[src/rtl/tdm_mux8.sv]
// Round-robin 8:1 TDM multiplexer: collects words from 8 valid/ready lanes and emits
// one per cycle on a registered output tagged with its source lane index.
module tdm_mux8 #(
    parameter int DW   = 8,
    parameter int NCH  = 8,
    parameter int CNTW = 16
) (
    input  logic                clk,
    input  logic                rst_n,
    input  logic [NCH*DW-1:0]   in_data,
    input  logic [NCH-1:0]      in_valid,
    output logic [NCH-1:0]      in_ready,
    output logic [DW-1:0]       out_data,
    output logic [2:0]          out_sel,
    output logic                out_valid,
    input  logic                out_ready,
    output logic [CNTW-1:0]     xfer_cnt
);

    typedef enum logic {IDLE, FULL} state_t;

    state_t          state, state_nx;
    logic [2:0]      ptr;
    logic [2:0]      win_idx;
    logic [2:0]      cand;
    logic            found;
    logic            load_en;
    logic            load;
    logic [DW-1:0]   lane_data [NCH];

    assign out_valid = (state == FULL);
    assign load_en   = !out_valid || out_ready;
    assign load      = found && load_en;

    // Per-lane unpacking and grant decode; rst_n gating keeps in_ready low during reset.
    for (genvar k = 0; k < NCH; k++) begin : g_lane
        assign lane_data[k] = in_data[k*DW +: DW];
        assign in_ready[k]  = rst_n && load && (win_idx == 3'(k));
    end

    // Rotating priority search starting at ptr; 3-bit sum wraps modulo 8.
    always_comb begin
        found   = 1'b0;
        win_idx = ptr;
        cand    = ptr;
        for (int i = 0; i < NCH; i++) begin
            cand = ptr + 3'(i);
            if (!found && in_valid[cand]) begin
                found   = 1'b1;
                win_idx = cand;
            end
        end
    end

    always_comb begin
        state_nx = state;
        case (state)
            IDLE:    if (found) state_nx = FULL;
            FULL:    if (out_ready && !found) state_nx = IDLE;
            default: state_nx = IDLE;
        endcase
    end

    always_ff @(posedge clk or negedge rst_n) begin
        if (!rst_n) begin
            state    <= IDLE;
            out_data <= '0;
            out_sel  <= '0;
            ptr      <= '0;
            xfer_cnt <= '0;
        end else begin
            state <= state_nx;
            if (load) begin
                out_data <= lane_data[win_idx];
                out_sel  <= win_idx;
                ptr      <= win_idx + 3'd1;
            end
            if (out_valid && out_ready && (xfer_cnt != '1))
                xfer_cnt <= xfer_cnt + 1'b1;
        end
    end

endmodule
[config.mk]
export PLATFORM = sky130hd
export DESIGN_NAME = tdm_mux8
export DESIGN_NICKNAME = d
export VERILOG_FILES = /design/src/rtl/tdm_mux8.sv
export SDC_FILE = /design/constraint.sdc
export NUM_CORES = 1
export LEC_CHECK = 0
export CAP_MARGIN = 20
export CORE_UTILIZATION = 43
export CTS_CLUSTER_DIAMETER = 30
export DETAILED_ROUTE_END_ITERATION = 8
export GPL_TIMING_DRIVEN = 1
export PLACE_DENSITY_LB_ADDON = 0.08
export SLEW_MARGIN = 20
export SYNTH_ARGS = -nofsm -noshare
export SYNTH_HDL_FRONTEND = slang
export SYNTH_SLANG_ARGS = --single-unit
export TNS_END_PERCENT = 1
[constraint.sdc]
create_clock -name clk -period 14.39 [get_ports clk]
set_input_delay 3.5975 -clock clk [delete_from_list [all_inputs] [get_ports clk]]
set_output_delay 3.5975 -clock clk [all_outputs]
set_load 0.01 [all_outputs]
Word-level counts from Yosys, hierarchy flattened
Cells that the tools add are included.
- register bits after elaboration: 31
- bits of input ports: 75
- bitwise operators: 2
- order comparisons: 9
- multiplexer cells: 37
- reductions and logical operators: 31
- add/subtract/negate cells: 9
- eq/ne operators: 8
- operator list (kind ; number):
    $lt 3x4->1 const B ; 8
    $bmux 1 s3 ; 8
    $bmux 8 s3 ; 1
    $mux 3 ; 7
    $logic_and 1x1->1 ; 20
    $mux 1 ; 18
    $add 16x1->16 const B ; 1
    $mux 8 ; 2
    $ne 16x16->1 const B ; 1
    $add 3x3->3 const B ; 4
    $eq 3x3->1 const B ; 4
    $logic_not 1->1 ; 9
    $add 3x1->3 const B ; 2
    $add 3x2->3 const B ; 2
    $eq 3x2->1 const B ; 2
    $ge 4x4->1 const B ; 1
    $not 3->4 ; 1
    $eq 3x1->1 const B ; 1
    $logic_not 3->1 ; 1
    $pmux 1 s2 ; 1
    $logic_or 1x1->1 ; 1
    $not 1->1 ; 1

Depth between registers and ports, before layout
Gate-level depths: netlist of the first run.
- depth after elaboration: 28
- gate-level depth with buffers: 19
- depth with buffers taken out: 13

Least setup slack after synthesis of the first run
Ideal clock, no wire load.
- path type: input to output
- start point: input in_valid[4]
- end point: output in_ready[7]
- cell stages on the path: 12
- buffers on the path: 1
- slack: 4834 ps
- arrival time: 5958 ps
- cells stage by stage: mux4_2 -> mux2_2 -> nor3_2 -> a21oi_1 -> a2111oi_4 -> or2_1 -> buf_2 -> inv_1 -> nor2_1 -> ha_1 -> inv_1 -> nor2_1
- word-level cells in the longest chain between the ends: 27
- elaborated cells between the ends (all ways): 49
- those cells by class: 1 x eq/ne; 31 x mux; 17 x reduce/logical
- ends and longest elaborated chain (what ; line ; source):
    from (decl) ; 11 ; input logic [NCH-1:0] in_valid,
    parallel branches: the longest is 26 deep, another holds $bmux 1 s3 ; - ;
    $logic_and 1x1->1 * ; 38 ; assign in_ready[k] = rst_n && load && (win_idx == 3'(k));
    to (decl) ; 12 ; output logic [NCH-1:0] in_ready,
Mark *: on every way between the ends. The select of a mux whose other input is x is not followed.

Worst setup path in the final report of the first run
Same ends and word-level chain as after synthesis.

==> impl_metrics.env, run 1 <==
export IMPL_synth_area_um2=3470
export IMPL_gp_congestion=0.898
export IMPL_vias=3607
export IMPL_row_count=32
export IMPL_seq_power_share_pct=12.2
export IMPL_fp_dieArea_um2=8420
export IMPL_cp_arrival_ps=7730
export IMPL_endpoint="in_ready[7]"
export IMPL_die_height_um=91.8
export IMPL_drive_gt1_share_pct=12.2
export IMPL_power_density_nw_per_um2=289
export IMPL_power_internal_mw=0.601
export IMPL_slowest_stage="or2_1"
export IMPL_ant_nets=0
export IMPL_grt_pass1_vias=3316
export IMPL_finalHoldViolations=0
export IMPL_io_pins=111
export IMPL_timing_rr_start="ptr[1]$_DFFE_PN0P_"
export IMPL_hp_class="register to register"
export IMPL_antenna_found_initial=0
export IMPL_fin_skew_ps=4.43
export IMPL_vdd_drop_max_mv=0.183
export IMPL_synthCells=387
export IMPL_synth_seq_cells=31
export IMPL_cp_required_ps=10790
export IMPL_synth_seq_area_share_pct=22.4
export IMPL_ff2ff_setup_slack_ps=9220
export IMPL_min_path_cells=2
export IMPL_start_util_pct=44.6
export IMPL_dr_pass1_iters=5
export IMPL_status="finished, final reports clean"
export IMPL_fin_crit_sh_pct=78.7
export IMPL_n_antenna_cell=0
export IMPL_cap_violations=0
export IMPL_r2r_end="out_data[0]$_DFFE_PN0P_"
export IMPL_cts_resized=0
export IMPL_max_freq_mhz=88.3
export IMPL_avgViaCountPerCell=6.24
export IMPL_final_cell_mix="110 x clkdlybuf4s50_1, 75 x nand2_1, 31 x dfrtp_1, 18 x a21oi_1, 17 x a211oi_1"
export IMPL_slew_violations=0
export IMPL_slew_headroom_pct=42.2
export IMPL_fill_cells=682
export IMPL_worst_slew_pin_slew_ps=865
export IMPL_wl_mm=10.5
export IMPL_syn_to_final_growth_pct=33.2
export IMPL_ys_top_cells_by_area="dfrtp_1 22%, mux4_2 10%, nand2_1 8.1%, a311o_1 4.6%, xnor2_1 3.8%"
export IMPL_max_stage_delay_ps=710
export IMPL_r2r_worst_path_cells=10
export IMPL_p_sw_share_pct=55.0
export IMPL_cts_root_buf="clkbuf_8"
export IMPL_fin_area_um2=4620
export IMPL_ys_warn_count=0
export IMPL_avgSynthCellArea_um2=8.96
export IMPL_cp_max_fo=22
export IMPL_post_drt_wl_per_cell_um=18.1
export IMPL_cellLeakagePower_nw=1.69
export IMPL_synth_main_ff_cell="dfrtp_1"
export IMPL_cts_tree="built"
export IMPL_fp_dieW_um=91.8
export IMPL_hpwl_mm=7.28
export IMPL_async_reset_ff_share_pct=100
export IMPL_grt_start_max_net_pins=43
export IMPL_nets=555
export IMPL_final_min_clock_period_ps=11320
export IMPL_synth_edf_count=0
export IMPL_place_area_um2=4530
export IMPL_p_comb_share_pct=82.7
export IMPL_worstSetupEndpointType="output pin"
export IMPL_ys_types=66
export IMPL_cts_hold_buf=0
export IMPL_numClockSinks=31
export IMPL_clkTransAtPathRegs_ps=70
export IMPL_io_buffers=110
export IMPL_syn_nets=467
export IMPL_cts_htree_levels=2
export IMPL_drc_errors=0
export IMPL_finalSetupTns_ps=0
export IMPL_start_kind="input pin"
export IMPL_grt_pass1_wl_mm=17.2
export IMPL_numCtsBuffers=5
export IMPL_cts_max_path_buffers=2
export IMPL_core_area_um2=7770
export IMPL_critPathLaunch="in_valid[4]"
export IMPL_final_common_cell="clkdlybuf4s50_1"
export IMPL_synth_top_area_share_pct=22.4
export IMPL_crit_chain="clkdlybuf4s50_1 > mux4_2 > mux2i_1 > nor4b_2 > a2111oi_1 > a41oi_2 > or2_1 > inv_1 > nor2_1 > ha_1 > inv_1 > nor2_1 > clkdlybuf4s50_1"
export IMPL_gr_total_overflow=0
export IMPL_clkLatencyLatePin_ps=280
export IMPL_rsz0062_at_grt="false"
export IMPL_post_cts_buffers=0
export IMPL_synth_top_cell_by_area="dfrtp_1"
export IMPL_critical_path_class="input pin to output pin"
export IMPL_switching_power_mw=0.736
export IMPL_clkPwrFrac_pct=5.1
export IMPL_drtIter0Drc=160
export IMPL_setup_violations=0
export IMPL_track_usage_pct=24.8
==> critical path: cells and delay by family <==
| family | cells | cell delay, ps |
|---|---|---|
| compound gates | 2 | 380 |
| fa+ha+maj | 1 | 170 |
| buf+inv | 4 | 1320 |
| mux | 2 | 950 |
| simple gates | 4 | 1300 |
==> logic make-up after synthesis <==
kind of cell | after synthesis | synth area share (%)
AND/OR/NAND/NOR | 140 | 19.6
adder cells (fa/ha/maj) | 5 | 1.81
XOR/XNOR | 20 | 5.05
AO/OA/AOI/OAI | 120 | 29.6
flip-flops | 31 | 22.4
multiplexers | 32 | 15.5
buffers and inverters | 39 | 6.10
==> how the worst min path moves through the flow <==
stage	start	end
finish	out_data[0]$_DFFE_PN0P_	out_data[0]$_DFFE_PN0P_
global route	out_sel[0]$_DFFE_PN0P_	out_sel[0]$_DFFE_PN0P_
CTS	out_data[0]$_DFFE_PN0P_	out_data[0]$_DFFE_PN0P_
detailed placement	out_data[0]$_DFFE_PN0P_	out_data[0]$_DFFE_PN0P_
global placement	out_data[0]$_DFFE_PN0P_	out_data[0]$_DFFE_PN0P_
floorplan	out_data[0]$_DFFE_PN0P_	out_data[0]$_DFFE_PN0P_
==> flip-flops by register name, indices dropped and copies added, names as in the netlist <==
signal and flops:
ptr 3, out_valid 1, out_sel 3, out_data 8, xfer_cnt 16
==> power groups by stage <==
stage	registers (mW)	logic (mW)	clock network (mW)
after floorplan	0.154	0.862	0
after global placement	0.162	1.07	0
after detailed placement	0.162	1.08	0
after CTS	0.162	1.09	0.0697
after global routing	0.168	1.20	0.0736
final	0.163	1.11	0.0683
==> layer usage <==
metal | track usage (%) | up-vias | share of wire [%] | wire, µm
met5 | 0 | - | 0 | 0
met4 | 5.34 | 0 | 0.97 | 102
met1 | 37.8 | 1759 | 46 | 4830
met2 | 36.8 | 152 | 46 | 4810
li1 | - | 1688 | - | -
met3 | 3.98 | 8 | 7.0 | 734
==> cells in the mapped netlist (all sizes together) (9+ instances only) <==
library cell	number
a21oi	18
nand3	12
a211oi	17
nor2	12
xnor2	15
mux2i	9
a21boi	16
o22ai	9
mux4	16
a2111oi	18
dfrtp	31
a311o	16
buf	19
nand2	76
clkbuf	13
==> final cells by class <==
cell class,count,area (µm²),share of cell area (%)
multi-input combinational,317,2480,53.7
clock buffer,6,72.6,1.57
inverter,7,26.3,0.569
tap,102,128,2.76
timing repair buffer,113,1120,24.3
sequential,31,776,16.8
clock inverter,2,12.5,0.271
==> through the flow <==
| step | setup WS (ps) | power, mW | hold WS [ps] | utilization, % | instances |
|---|---|---|---|---|---|
| 2_1_floorplan | 4830 | 1.02 | 511 | - | 387 |
| 3_3_place_gp | 3220 | 1.23 | 455 | 58.3 | 570 |
| 3_5_place_dp | 3100 | 1.25 | 464 | 58.3 | 570 |
| 4_1_cts | 3090 | 1.32 | 480 | 59.4 | 578 |
| 5_1_grt | 2770 | 1.44 | 497 | 59.4 | 578 |
| 6_report | 3070 | 1.34 | 481 | 59.4 | 578 |
Note: power is estimated with default switching activity, not from simulation.
==> run 2: changes to the inputs <==
==> constraint.sdc (replaced) <==
create_clock -name clk -period 11.7 [get_ports clk]
set_input_delay 2.925 -clock clk [delete_from_list [all_inputs] [get_ports clk]]
set_output_delay 2.925 -clock clk [all_outputs]
set_load 0.01 [all_outputs]
==> impl_metrics.env, run 2 (synthesis results as in run 1) <==
export IMPL_status="finished, final reports clean"
export IMPL_finalSetupTns_ps=0
export IMPL_slew_violations=0
export IMPL_ant_nets=0
export IMPL_die_height_um=91.8
export IMPL_gr_total_overflow=0
export IMPL_grt_pass1_wl_mm=17.4
export IMPL_cts_max_path_buffers=2
export IMPL_gp_congestion=0.898
export IMPL_drive_gt1_share_pct=12.2
export IMPL_max_stage_delay_ps=700
export IMPL_hpwl_mm=7.32
export IMPL_min_to="out_data[0]$_DFFE_PN0P_"
export IMPL_wl_mm=10.4
export IMPL_cap_violations=0
export IMPL_row_count=32
export IMPL_drc_errors=0
export IMPL_nets=555
export IMPL_largestRegisters="xfer_cnt: 16 flops, out_data: 8 flops"
export IMPL_final_min_clock_period_ps=9970
export IMPL_highest_signal_layer="met4"
export IMPL_r2r_end="ptr[2]$_DFFE_PN0P_"
export IMPL_syn_to_final_growth_pct=33.2
export IMPL_cts_htree_levels=2
export IMPL_p_sw_share_pct=55.0
export IMPL_antenna_found_initial=0
export IMPL_fill_cells=678
export IMPL_clkTransAtPathRegs_ps=70
export IMPL_seqCellArea_um2=776
export IMPL_final_cell_mix="110 x clkdlybuf4s50_1, 75 x nand2_1, 31 x dfrtp_1, 18 x a21oi_1, 17 x a211oi_1"
export IMPL_slew_headroom_pct=42.9
export IMPL_timing_rr_start="ptr[1]$_DFFE_PN0P_"
export IMPL_slowest_stage="or2_1"
export IMPL_crit_chain="clkdlybuf4s50_1 > mux4_2 > mux2i_1 > nor4b_2 > a2111oi_1 > a41oi_2 > or2_1 > inv_1 > nor2_1 > ha_1 > inv_1 > nor2_1 > clkdlybuf4s50_1"
export IMPL_min_path_cells=2
export IMPL_cts_hold_buf=0
export IMPL_grt_pass1_vias=3356
export IMPL_r2r_worst_path_cells=12
export IMPL_fin_skew_ps=3.45
export IMPL_ff2ff_setup_slack_ps=6590
export IMPL_critical_path_class="input pin to output pin"
export IMPL_drtIter0Drc=172
export IMPL_cp_arrival_ps=7040
export IMPL_timing_hold_ws_ps=489
export IMPL_cp_required_ps=8780
export IMPL_met1Wirelength_mm=4.79
export IMPL_max_freq_mhz=100
export IMPL_worstSetupEndpointType="output pin"
export IMPL_n_antenna_cell=0
export IMPL_multi_input_area_um2=2480
export IMPL_final_common_cell="clkdlybuf4s50_1"
export IMPL_switching_power_mw=0.901
export IMPL_dr_pass1_iters=5
export IMPL_start_util_pct=44.6
export IMPL_post_cts_buffers=0
export IMPL_vdd_drop_max_mv=0.265
export IMPL_clkLatencyLatePin_ps=280
export IMPL_seq_power_share_pct=12.2
export IMPL_regMostFlops="xfer_cnt"
export IMPL_numCtsBuffers=5
export IMPL_hp_class="register to register"
export IMPL_setup_violations=0
export IMPL_p_comb_share_pct=82.6
export IMPL_dr_wl_met3_um=676
export IMPL_power_internal_mw=0.738
export IMPL_core_area_um2=7770
export IMPL_rsz0062_at_grt="false"
export IMPL_wl_met2_mm=4.84
export IMPL_fp_dieArea_um2=8420
export IMPL_worst_slew_pin_slew_ps=856
export IMPL_io_pins=111
export IMPL_vias=3580
export IMPL_fin_crit_sh_pct=85.2
export IMPL_io_buffers=110
export IMPL_hp_start="out_data[0]$_DFFE_PN0P_"
export IMPL_start_kind="input pin"
export IMPL_avgViaCountPerCell=6.19
export IMPL_clkPwrFrac_pct=5.1
export IMPL_finalHoldViolations=0
export IMPL_power_density_nw_per_um2=355
export IMPL_cts_resized=0
export IMPL_track_usage_pct=25.3
export IMPL_numClockSinks=31
export IMPL_post_drt_wl_per_cell_um=18.1
export IMPL_cellLeakagePower_nw=1.69
export IMPL_grt_start_max_net_pins=43
export IMPL_largest_register_ffs=16
export IMPL_cp_max_fo=22
export IMPL_cts_tree="built"
export IMPL_cts_root_buf="clkbuf_8"
export IMPL_fp_dieW_um=91.8
[run 2: cell counts in the layout (fill, tap and decap cells not counted)]
No cell type changed its count.
[run 2: through the flow]
stage	area [µm²]	power (mW)	worst slack, ps	cells	utilization, %
3_3_place_gp	4530	1.52	1880	570	58.3
3_5_place_dp	4530	1.53	1750	570	58.3
6_report	4620	1.64	1730	578	59.4
4_1_cts	4620	1.63	1760	578	59.4
2_1_floorplan	3470	1.25	3490	387	-
5_1_grt	4620	1.78	1400	578	59.4
[run 2: power groups by stage]
stage          Clock, mW  Combinational (mW)  Sequential (mW)
2_1_floorplan          0                1.06            0.189
3_3_place_gp           0                1.32            0.199
3_5_place_dp           0                1.33            0.199
4_1_cts           0.0861                1.34            0.199
5_1_grt           0.0896                1.48            0.207
6_report          0.0843                1.35            0.200
[run 2: worst max-delay path: cells and delay by family]
kind / cells / cell delay (ps)
buffers and inverters: 4 / 1320
AND/OR/NAND/NOR: 4 / 1300
multiplexers: 2 / 930
adder cells (fa/ha/maj): 1 / 170
AO/OA/AOI/OAI: 2 / 380
[run 2: area by class of cell]
cell class,count,share of cell area [%]
Multi-Input combinational cell,317,53.7
Timing Repair Buffer,113,24.3
Sequential cell,31,16.8
Tap cell,102,2.76
Clock buffer,6,1.57
Inverter,7,0.569
Clock inverter,2,0.271
[run 2: worst max path at each step]
stage	from	end	slack (ps)	depth (start not counted)
6_report	in_valid[6]	in_ready[7]	1730	13
5_1_grt	in_valid[4]	in_ready[7]	1400	13
4_1_cts	in_valid[4]	in_ready[7]	1760	13
3_5_place_dp	in_valid[3]	in_ready[7]	1750	13
3_3_place_gp	in_valid[4]	in_ready[7]	1880	13
2_1_floorplan	in_valid[4]	in_ready[7]	3490	12
[run 2: layer usage]
metal,track usage (%),vias to the layer above
li1,-,1684
met1,38.6,1743
met2,37.8,142
met3,3.40,11
met4,5.73,0
met5,0,-
==> run 3: changes to the inputs <==
--- a/config.mk
+++ b/config.mk
@@ -6,10 +6,11 @@
 export NUM_CORES = 1
 export LEC_CHECK = 0
 export CAP_MARGIN = 20
+export CORE_MARGIN = 2
 export CORE_UTILIZATION = 43
 export CTS_CLUSTER_DIAMETER = 30
 export DETAILED_ROUTE_END_ITERATION = 8
-export GPL_TIMING_DRIVEN = 1
+export GPL_TIMING_DRIVEN = 0
 export PLACE_DENSITY_LB_ADDON = 0.08
 export SLEW_MARGIN = 20
 export SYNTH_ARGS = -nofsm -noshare
==> impl_metrics.env, run 3 (synthesis results as in run 1) <==
export IMPL_cts_tree="built"
export IMPL_slowest_stage="clkdlybuf4s50_1"
export IMPL_cp_max_fo=10
export IMPL_largestRegisters="xfer_cnt: 16 flops, out_data: 8 flops"
export IMPL_wl_mm=11.1
export IMPL_final_cell_mix="109 x clkdlybuf4s50_1, 75 x nand2_1, 31 x dfrtp_1, 18 x a21oi_1, 17 x a211oi_1"
export IMPL_io_pins=111
export IMPL_clkTransAtPathRegs_ps=70
export IMPL_numCtsBuffers=5
export IMPL_antenna_found_initial=0
export IMPL_fin_skew_ps=7.14
export IMPL_timing_hold_ws_ps=484
export IMPL_critical_path_class="input pin to output pin"
export IMPL_status="finished, final reports clean"
export IMPL_fill_cells=685
export IMPL_track_usage_pct=26.1
export IMPL_max_freq_mhz=102
export IMPL_cap_violations=0
export IMPL_largest_register_ffs=16
export IMPL_clkLatencyLatePin_ps=290
export IMPL_nets=584
export IMPL_die_height_um=93.8
export IMPL_max_stage_delay_ps=570
export IMPL_finalHoldViolations=0
export IMPL_numClockSinks=31
export IMPL_finalSetupTns_ps=0
export IMPL_cp_num_buf_inv=5
export IMPL_ant_nets=0
export IMPL_fp_dieW_um=93.8
export IMPL_regMostFlops="xfer_cnt"
export IMPL_syn_to_final_growth_pct=37.8
export IMPL_io_buffers=110
export IMPL_start_kind="input pin"
export IMPL_fin_util_pct=61.5
export IMPL_cp_top_family="buffers and inverters"
export IMPL_vdd_drop_max_mv=0.174
export IMPL_avgViaCountPerCell=6.08
export IMPL_fin_ws_ps=1910
export IMPL_cts_htree_levels=2
export IMPL_setup_violations=0
export IMPL_drtIter0Drc=161
export IMPL_slew_headroom_pct=54.3
export IMPL_hp_class="register to register"
export IMPL_post_cts_buffers=0
export IMPL_cts_root_buf="clkbuf_8"
export IMPL_grt_pass1_vias=3605
export IMPL_post_drt_wl_per_cell_um=18.3
export IMPL_cts_hold_buf=0
export IMPL_final_min_clock_period_ps=9790
export IMPL_rsz0062_at_grt="false"
export IMPL_cp_arrival_ps=6870
export IMPL_grt_start_max_net_pins=33
export IMPL_dr_pass1_iters=4
export IMPL_slew_violations=0
export IMPL_worst_slew_pin_slew_ps=668
export IMPL_vias=3690
export IMPL_row_count=32
export IMPL_drive_gt1_share_pct=14.5
export IMPL_start_util_pct=44.6
export IMPL_n_antenna_cell=0
export IMPL_drc_errors=0
export IMPL_gr_total_overflow=0
export IMPL_core_area_um2=7770
export IMPL_cts_resized=0
export IMPL_cellLeakagePower_nw=1.77
export IMPL_final_common_cell="clkdlybuf4s50_1"
export IMPL_grt_pass1_wl_mm=18.2
export IMPL_post_place_ws_ps=2010
export IMPL_power_density_nw_per_um2=367
export IMPL_fp_dieArea_um2=8790
export IMPL_cp_required_ps=8780
export IMPL_worstSetupEndpointType="output pin"
export IMPL_fin_crit_sh_pct=83.7
export IMPL_hpwl_mm=8.41
export IMPL_finalPower_mw=1.75
export IMPL_gp_congestion=0.879
export IMPL_crit_chain="clkdlybuf4s50_1 > mux4_2 > mux2i_1 > and2_1 > nand2_1 > a2111oi_4 > or2_1 > buf_2 > inv_1 > nor2_1 > ha_1 > inv_1 > nor2_1 > clkdlybuf4s50_1"
export IMPL_cts_max_path_buffers=2
==> run 3: changes by cell type in the layout (fill, tap and decap cells not counted) <==
cell | previous run | this run
clkdlybuf4s50_1 | 110 | 109
clkbuf_1 | 1 | 14
buf_1 | 0 | 2
buf_2 | 0 | 8
buf_6 | 0 | 5
buf_4 | 3 | 5
==> run 3: per-layer routing <==
metal,routed length (µm),vias up,share of wire [%],global-route usage [%]
met5,0,-,0,0
met3,677,4,6.1,3.69
met1,4930,1782,44,36.4
met2,5440,149,49,42.7
li1,-,1755,-,-
met4,75,0,0.67,6.16
==> run 3: per-stage QoR <==
stage	std cells	area [µm²]
floorplan	387	3470
global placement	599	4690
detailed placement	599	4690
CTS	607	4770
global route	607	4770
finish	607	4770
==> run 3: path summary, 6_finish.rpt <==
path / startpoint / endpoint / slack, ps / depth (start not counted)
min in group asynchronous: rst_n / xfer_cnt[9]$_DFFE_PN0P_ / 2680 / 1
min: out_sel[0]$_DFFE_PN0P_ / out_sel[0]$_DFFE_PN0P_ / 480 / 2
max reg2reg: ptr[0]$_DFFE_PN0P_ / ptr[2]$_DFFE_PN0P_ / 6040 / 18
max in group asynchronous: rst_n / out_valid$_DFF_PN0_ / 8560 / 1
max: in_valid[3] / in_ready[3] / 1910 / 14
min reg2reg: out_sel[0]$_DFFE_PN0P_ / out_sel[0]$_DFFE_PN0P_ / 480 / 2
==> run 3: power breakdown <==
part | internal, mW | switching (mW) | leakage (nW)
Combinational | 0.624 | 0.865 | 1.34
Clock | 0.0415 | 0.0412 | 0.0412
Sequential | 0.149 | 0.0313 | 0.389
==> run 3: area by class of cell <==
type	count	area (µm²)	area share [%]
clock buffer	6	72.6	1.52
buffer	32	185	3.88
multi-input combinational	317	2480	51.9
clock inverter	2	12.5	0.262
sequential	31	776	16.2
tap	102	128	2.67
inverter	7	26.3	0.550
timing repair buffer	110	1100	23.0
==> run 3: worst min-delay path, cell delays in order, from the launching register on <==
cell and delay [ps]:
dfrtp_1 340, nand2_1 40, o21ai_0 60
